--- src/rtl/fifo_rd_packer_pkg.sv ---
// Shared definitions for the FIFO read-side packer: state encodings,
// counter sizing and the lane keep-mask helper.
package fifo_rd_packer_pkg;

  localparam logic [1:0] FILL  = 2'd0;
  localparam logic [1:0] FLUSH = 2'd1;
  localparam logic [1:0] HOLD  = 2'd2;

  function automatic int cnt_width(input int n);
    return $clog2(n + 1);
  endfunction

  // Contiguous mask with the low n lanes set.
  function automatic logic [31:0] keep_mask(input int n);
    return (32'd1 << n) - 32'd1;
  endfunction

endpackage

--- src/rtl/fifo_idle_timer.sv ---
// Idle down-counter: reloads on clear, counts enabled cycles and pulses done
// on the TIMEOUT-th one. Used only when FIFO_RD_PACKER_TIMEOUT_EN is defined.
module fifo_idle_timer
  import fifo_rd_packer_pkg::*;
#(
  parameter int TIMEOUT = 16
) (
  input  logic r_clk,
  input  logic rst,
  input  logic clr,
  input  logic en,
  output logic done
);

  localparam int CW = cnt_width(TIMEOUT);

  logic [CW-1:0] cnt;

  always_ff @(posedge r_clk) begin
    if (!rst || clr) begin
      cnt <= CW'(TIMEOUT);
    end else if (en && cnt != '0) begin
      cnt <= cnt - CW'(1);
    end
  end

  // Stops at zero so done is a single pulse per idle period.
  assign done = en & (cnt == CW'(1));

endmodule

--- src/rtl/fifo_rd_packer.sv ---
// Packs PACK consecutive FIFO entries into one output word; partial words
// leave on flush, or on idle timeout when FIFO_RD_PACKER_TIMEOUT_EN is defined.
//
// state | meaning
// FILL  | normal pop/capture
// FLUSH | partial emit pending, pops stopped until the last read returns
// HOLD  | word complete, waiting for the output slot
module fifo_rd_packer
  import fifo_rd_packer_pkg::*;
#(
  parameter int WIDTH   = 8,
  parameter int PACK    = 4,
  parameter int TIMEOUT = 16
) (
  input  logic                  r_clk,
  input  logic                  rst,
  input  logic                  fifo_empty,
  input  logic [WIDTH-1:0]      fifo_rdata,
  output logic                  fifo_rd_en,
  input  logic                  flush,
  output logic                  out_valid,
  input  logic                  out_ready,
  output logic [WIDTH*PACK-1:0] out_data,
  output logic [PACK-1:0]       out_keep,
  output logic [7:0]            rd_count
);

  localparam int CW = cnt_width(PACK);
  localparam int DW = WIDTH * PACK;
  localparam logic [CW-1:0] PACK_C = CW'(PACK);

  if (PACK < 2 || TIMEOUT < 1) begin : g_bad_params
    $error("fifo_rd_packer: PACK must be >= 2 and TIMEOUT >= 1");
  end

  logic [1:0]      state, state_nxt;
  logic [CW-1:0]   issued, issued_nxt;
  logic [CW-1:0]   got, got_nxt;
  logic            rd_pend;
  logic [DW-1:0]   asm_q, asm_cap;
  logic            slot_free, word_done, flush_req, load;
  logic [PACK-1:0] load_keep;

  assign slot_free  = ~out_valid | out_ready;
  assign word_done  = rd_pend & (got == PACK_C - CW'(1));
  assign fifo_rd_en = rst & ~fifo_empty & (issued < PACK_C) & (state != FLUSH);

`ifdef FIFO_RD_PACKER_TIMEOUT_EN
  logic idle_en, idle_done;

  assign idle_en = (got != '0) & ~rd_pend & fifo_empty;

  fifo_idle_timer #(.TIMEOUT(TIMEOUT)) u_idle_timer (
    .r_clk (r_clk),
    .rst   (rst),
    .clr   (rd_pend | load),
    .en    (idle_en),
    .done  (idle_done)
  );

  assign flush_req = flush | idle_done;
`else
  assign flush_req = flush;
`endif

  // Assembly including any entry returning this cycle.
  always_comb begin
    asm_cap = asm_q;
    for (int k = 0; k < PACK; k++) begin
      if (rd_pend && got == CW'(k)) asm_cap[k*WIDTH +: WIDTH] = fifo_rdata;
    end
  end

  always_comb begin
    state_nxt  = state;
    load       = 1'b0;
    load_keep  = '1;
    got_nxt    = rd_pend ? got + CW'(1) : got;
    issued_nxt = issued + CW'(fifo_rd_en);
    case (state)
      FILL: begin
        // A completing capture wins over a same-cycle flush.
        if (word_done) begin
          if (slot_free) load = 1'b1;
          else           state_nxt = HOLD;
        end else if (flush_req && (got != '0 || rd_pend)) begin
          state_nxt = FLUSH;
        end
      end
      FLUSH: begin
        if (word_done) begin
          if (slot_free) begin
            load      = 1'b1;
            state_nxt = FILL;
          end else begin
            state_nxt = HOLD;
          end
        end else if (!rd_pend && slot_free) begin
          load      = 1'b1;
          load_keep = PACK'(keep_mask(int'(got)));
          state_nxt = FILL;
        end
      end
      HOLD: begin
        if (slot_free) begin
          load      = 1'b1;
          state_nxt = FILL;
        end
      end
      default: state_nxt = FILL;
    endcase
    if (load) begin
      issued_nxt = '0;
      got_nxt    = '0;
    end
  end

  always_ff @(posedge r_clk) begin
    if (!rst) begin
      state     <= FILL;
      issued    <= '0;
      got       <= '0;
      rd_pend   <= 1'b0;
      asm_q     <= '0;
      out_valid <= 1'b0;
      out_data  <= '0;
      out_keep  <= '0;
      rd_count  <= '0;
    end else begin
      state   <= state_nxt;
      issued  <= issued_nxt;
      got     <= got_nxt;
      rd_pend <= fifo_rd_en;
      asm_q   <= load ? '0 : asm_cap;
      if (load) begin
        out_valid <= 1'b1;
        out_data  <= asm_cap;
        out_keep  <= load_keep;
      end else if (out_ready) begin
        out_valid <= 1'b0;
      end
      if (out_valid && out_ready && rd_count != 8'hFF) rd_count <= rd_count + 8'd1;
    end
  end

endmodule

--- config.mk ---
export PLATFORM = sky130hd
export DESIGN_NAME = fifo_rd_packer
export DESIGN_NICKNAME = d
export VERILOG_FILES = /design/src/rtl/fifo_rd_packer_pkg.sv /design/src/rtl/fifo_idle_timer.sv /design/src/rtl/fifo_rd_packer.sv
export SDC_FILE = /design/constraint.sdc
export NUM_CORES = 1
export LEC_CHECK = 0
export ABC_AREA = 1
export CORE_MARGIN = 2
export CORE_UTILIZATION = 53
export CTS_BUF_LIST = sky130_fd_sc_hd__clkbuf_4 sky130_fd_sc_hd__clkbuf_8 sky130_fd_sc_hd__clkbuf_16
export DETAILED_ROUTE_END_ITERATION = 16
export PLACE_DENSITY_LB_ADDON = 0.2
export SKIP_CTS_REPAIR_TIMING = 1
export SYNTH_ARGS = -nofsm -noshare
export SYNTH_HDL_FRONTEND = slang
export SYNTH_SLANG_ARGS = --single-unit
--- constraint.sdc ---
create_clock -name r_clk -period 2.2 [get_ports r_clk]
set_input_delay 0.33 -clock r_clk [delete_from_list [all_inputs] [get_ports r_clk]]
set_output_delay 0.33 -clock r_clk [all_outputs]
set_load 0.02 [all_outputs]
* Word level (Yosys, flattened, before mapping)
Cells that the tools add are included.
** Operators by class
- Shift-type cells :: 1
- Reductions and logical operators :: 16
- Bitwise gates (word level) :: 8
- Magnitude comparators :: 1
- Equal/unequal tests :: 11
- $add $sub $neg :: 4
- Mux-type cells :: 22
** Operator list (count)
- 8-bit two-way mux :: 4
- 2-bit two-way mux :: 7
- 4-bit two-way mux :: 3
- 3-bit != test, second input constant :: 3
- 8-bit by 1-bit adder with 8-bit output, second input constant :: 1
- 1-bit logical AND :: 8
- 8-bit != test, second input constant :: 1
- 3-bit by 2-bit == test with 1-bit output, second input constant :: 2
- 1-bit two-way mux :: 6
- 2-bit one-hot mux with 3 select lines :: 1
- 1-bit AND :: 4
- 4-bit AND reduction :: 1
- 1-bit by 3-bit << shifter with 4-bit output, first input constant :: 1
- 4-bit by 1-bit subtractor with 4-bit output, second input constant :: 1
- 3-bit by 1-bit adder with 3-bit output :: 1
- 3-bit by 1-bit adder with 3-bit output, second input constant :: 1
- 3-bit by 1-bit == test with 1-bit output, second input constant :: 1
- 3-bit zero test :: 1
- 3-bit < comparator, second input constant :: 1
- 1-bit NOT :: 3
- 1-bit one-hot mux with 3 select lines :: 1
- 3-bit nonzero test :: 1
- 2-bit by 1-bit == test with 1-bit output, second input constant :: 1
- 2-bit == test, second input constant :: 1
- other kinds (8) :: 8
** Word-level totals
- Flip-flop bits (word level) :: 86
- Word-level logic and storage cells :: 72
- Output and inout bits :: 46
- Bits of input ports :: 13

* Longest topological paths before layout
- Word-level depth :: 7
- Mapped depth :: 11
- Mapped depth without buffers :: 11

* Worst setup path after synthesis
No wires, ideal clock.
- Path kind :: input to register
- Start point :: in rst
- End point :: reg issued[2]
- Buffers on the path :: 0
- Required time :: 2.084 ns
- Path slack :: 0.202 ns
- Library setup time :: 0.116 ns
- Arrival time :: 1.882 ns
- Stages :: 6
- Cells stage by stage :: clkinv_1 -> nor4_1 -> ha_1 -> ha_1 -> xnor2_1 -> nor2_1
** Between the ends
- Longest elaborated chain between the ends :: 4
- Elaborated cells between the ends (all ways) :: 6
- Those cells by class :: 1 x add/sub; 4 x bitwise; 1 x reduce/logical
** RTL lines
- start: declaration :: RTL line fifo_rd_packer.sv:16 : input logic rst,
- 1-bit AND (3 in series) :: RTL line fifo_rd_packer.sv:46 : assign fifo_rd_en = rst & ~fifo_empty & (issued < PACK_C) & (state != FLUSH);
- named net fifo_rd_en :: RTL line fifo_rd_packer.sv:19 : output logic fifo_rd_en,
- 3-bit by 1-bit adder with 3-bit output :: RTL line fifo_rd_packer.sv:79 : issued_nxt = issued + CW'(fifo_rd_en);
- end signal: assignment :: RTL line fifo_rd_packer.sv:131 : issued <= issued_nxt;
- end: declaration :: RTL line fifo_rd_packer.sv:37 : logic [CW-1:0] issued, issued_nxt;
The timed path passes the listed nets, and every way through them passes these cells.
A chain may end at the register's enable or synchronous reset.

* Worst setup path in the final report
- Start point :: reg got[0]
- End point :: reg out_data[6]
** Between the ends
- Longest elaborated chain between the ends :: 4
- Elaborated cells between the ends (all ways) :: 8
- Those cells by class :: 1 x eq/ne; 4 x mux; 1 x bitwise; 2 x reduce/logical
** RTL lines
- start: declaration :: RTL line fifo_rd_packer.sv:38 : logic [CW-1:0] got, got_nxt;
- start signal: assignment :: RTL line fifo_rd_packer.sv:132 : got <= got_nxt;
- 3-bit by 2-bit == test with 1-bit output :: RTL line fifo_rd_packer.sv:45 : assign word_done = rd_pend & (got == PACK_C - CW'(1));
- 1-bit AND :: RTL line fifo_rd_packer.sv:45
- 1-bit two-way mux, on equally long branches :: RTL line fifo_rd_packer.sv:91, fifo_rd_packer.sv:83
- 1-bit one-hot mux with 3 select lines :: RTL line fifo_rd_packer.sv:80 : case (state)
- end signal: assignment :: RTL line fifo_rd_packer.sv:137 : out_data <= asm_cap;
- end: declaration :: RTL line fifo_rd_packer.sv:23 : output logic [WIDTH*PACK-1:0] out_data,
Parallel ways exist; a longest one is shown, timed or not.

==> flow_summary.yaml <==
timing:
  min_period_ns: 1.81
  fin_ws_ns: 0.388
  rsz0062_at_grt: "false"
  hold_ws_ns: 0.479
  relSlewSlack_pct: 71.5
  slew_violations: 0
  finalSetupTns_ns: 0
  setup_viol: 0
  period_share_pct: 82.4
  finalHoldViolations: 0
  worstMarginPinSlew_ns: 0.428
  max_freq_mhz: 552
  skew_ns: 0.0141
synthesis:
  yosysTopAreaCellShare_pct: 47.8
  yosys.area.top_type: "dfxtp_1"
  ys_top_cells_by_area: "dfxtp_1 48%, nand2_1 14%, nor2_1 12%"
  ys_ff_latch: 86
  syn_nets: 525
  ys_warn_count: 0
  postSynthCellCount: 503
  avgSynthCellArea_um2: 7.16
  synth.distinct_cells: 28
  synth_area_mm2: 0.00360
  ys_seq_area_share_pct: 47.8
die:
  fp.dieW_um: 86.4
  rows: 30
  dieArea_mm2: 0.00747
  coreArea_mm2: 0.00668
  die-height_um: 86.4
  initial_core_util_pct: 53.9
  io_pins: 59
placed_design:
  place_hpwl_um: 4950
  numPortBuffers: 58
  routabilityCongestion: 0.824
  pre_cts_ws_ns: -0.0694
layout:
  num_antenna_cells: 0
  layout_commonest_cell: "nand2_1"
  regArea_mm2: 0.00172
  multiInputGateArea_mm2: 0.00156
  fillers: 613
  nets: 580
  drive_gt1_share_pct: 6.22
  area_growth_pct: 23.5
  mostFrequentLayoutCells: "131 x nand2_1, 117 x nor2_1, 86 x dfxtp_1"
power:
  switchingPower_w: 0.00229
  comb_power_share_pct: 44.3
  power.share.sequential_pct: 36.7
  p_leak_nw: 2.04
  power_density_mw_per_mm2: 1320
  netSwitchingFraction_pct: 39.1
  ir_worst_vdd_mv: 0.695
  clockPowerShare_pct: 19.0
  p_int_w: 0.00357
worst_setup_path:
  path_delay_family: "simple AND/OR/NAND/NOR gates"
  endpoint_kind: "flop"
  rr_worst_depth: 10
  worstPathRequired_ns: 2.46
  reg2reg_to: "out_data[6]"
  worstPathArrival_ns: 2.07
  cp_num_buf_inv: 2
  path_class: "reg -> reg"
  rrSetupSlack_ns: 0.39
  timing.rr.start: "got[0]"
  critPathMaxStageDelay_ns: 0.39
  cp_slowest_cell: "dfxtp_1"
  path_cells: "ha_1, ha_1, nand2_2, clkinv_1, nand3_1, nand2_2, buf_12, nand2_1, nand2_1, nor2_1"
  path_max_fanout: 33
  worst_setup_path_start_kind: "flop"
clock_tree:
  h-tree-depth: 3
  clk_pin_slew_ns: 0.09
  clk_latency_ns: 0.36
  cts-root-buf: "clkbuf_8"
  clock-sinks: 86
  cts_tree: "built"
  cts_buffers: 9
  cts_buffer_depth: 2
drt:
  firstDrtPassIters: 4
  vias: 3152
  routedWlPerCell_um: 11.3
  totalWireLength_um: 7270
  routed_via_density: 4.90
  ant_nets: 0
  drt_iter0_markers: 133
  drc: 0
hold_path:
  hp-class: "reg -> reg"
  min_to: "got[2]"
  hp-start: "got[2]"
  whs_path_depth: 2
global_route:
  grt_max_degree: 41
  grt_pass1_wl_um: 12300
  antenna_found_initial: 0
  grt-ovfl-total: 0
  grt.total_usage_pct: 20.7
  grt_pass1_vias: 2818
outcome:
  status: "completed"
run:
  drv_cap: 0
[worst min-delay path, stage by stage, from the launching register on]
cell and delay [ns]:
dfxtp_1 0.32, nand2_1 0.06, a21oi_1 0.05
[worst max path at each step]
stage | start | to | slack, ns | cells past startpoint
2_1_floorplan | rst | issued[2] | 0.20 | 6
3_3_place_gp | rst | fifo_rd_en | -0.04 | 4
3_5_place_dp | rst | fifo_rd_en | -0.07 | 4
4_1_cts | rst | fifo_rd_en | -0.09 | 4
5_1_grt | got[0] | out_data[5] | 0.22 | 10
6_report | got[0] | out_data[6] | 0.39 | 10
[state kept, by name, summed over array words and instances, names as in the netlist]
| name | flops |
|---|---|
| asm_q | 32 |
| state | 2 |
| out_data | 32 |
| out_valid | 1 |
| got | 3 |
| out_keep | 4 |
| rd_pend | 1 |
| rd_count | 8 |
| issued | 3 |
[synth_stat cells (all sizes together)]
master    n
xor2      2
nand4     3
xnor2     3
nand3    13
a21oi    12
clkinv    2
or2       1
nor2    118
inv      53
mux2i     8
buf      16
ha        9
nor3b     1
nand3b    1
o21ai    34
clkbuf    4
dfxtp    86
nand2   135
nor4      2
[metrics by stage]
| step | util [%] | power [W] | instances | area, µm² |
|---|---|---|---|---|
| after CTS | 66.4 | 0.00592 | 643 | 4440 |
| after detailed placement | 63.4 | 0.00481 | 627 | 4240 |
| after global routing | 66.6 | 0.00633 | 643 | 4450 |
| final | 66.6 | 0.00586 | 643 | 4450 |
| after global placement | 63.4 | 0.00474 | 627 | 4240 |
| after floorplan | - | 0.00389 | 503 | 3600 |
[metal layers]
layer  GRT usage (%)  routed length [µm]  vias up
met5               0                   0        -
met4            8.10                 132        0
met3            4.76                 298       14
met2            34.1                3410       69
met1            26.3                3430     1422
li1                -                   -     1647
[layout make-up]
cell class | count | share of cell area, %
Timing Repair Buffer | 64 | 14.7
Tap cell | 80 | 2.25
Inverter | 55 | 4.70
Clock inverter | 6 | 1.58
Multi-Input combinational cell | 342 | 35.1
Sequential cell | 86 | 38.7
Clock buffer | 10 | 2.95
[power groups by stage]
stage	sequential, W	combinational [W]	clock (W)
2_1_floorplan	0.00253	0.00136	0
3_3_place_gp	0.00218	0.00257	0
4_1_cts	0.00216	0.00262	0.00114
6_report	0.00215	0.00260	0.00112
5_1_grt	0.00220	0.00292	0.00121
3_5_place_dp	0.00219	0.00262	0
[logic make-up (layout without fill, tap and decap cells)]
family                     count (synthesis)  in the layout  share of synthesized area (%)
buffers and inverters                     75            135                           8.96
muxes                                      8              8                           2.22
AOI/OAI and AO/OA                         46             46                           6.39
xor gates and xnor gates                   5              5                           1.22
adders and majority gates                  9              9                           3.13
DFF                                       86             86                           47.8
and+or+nand+nor                          274            274                           30.3
Power figures use the tool's default switching activity.
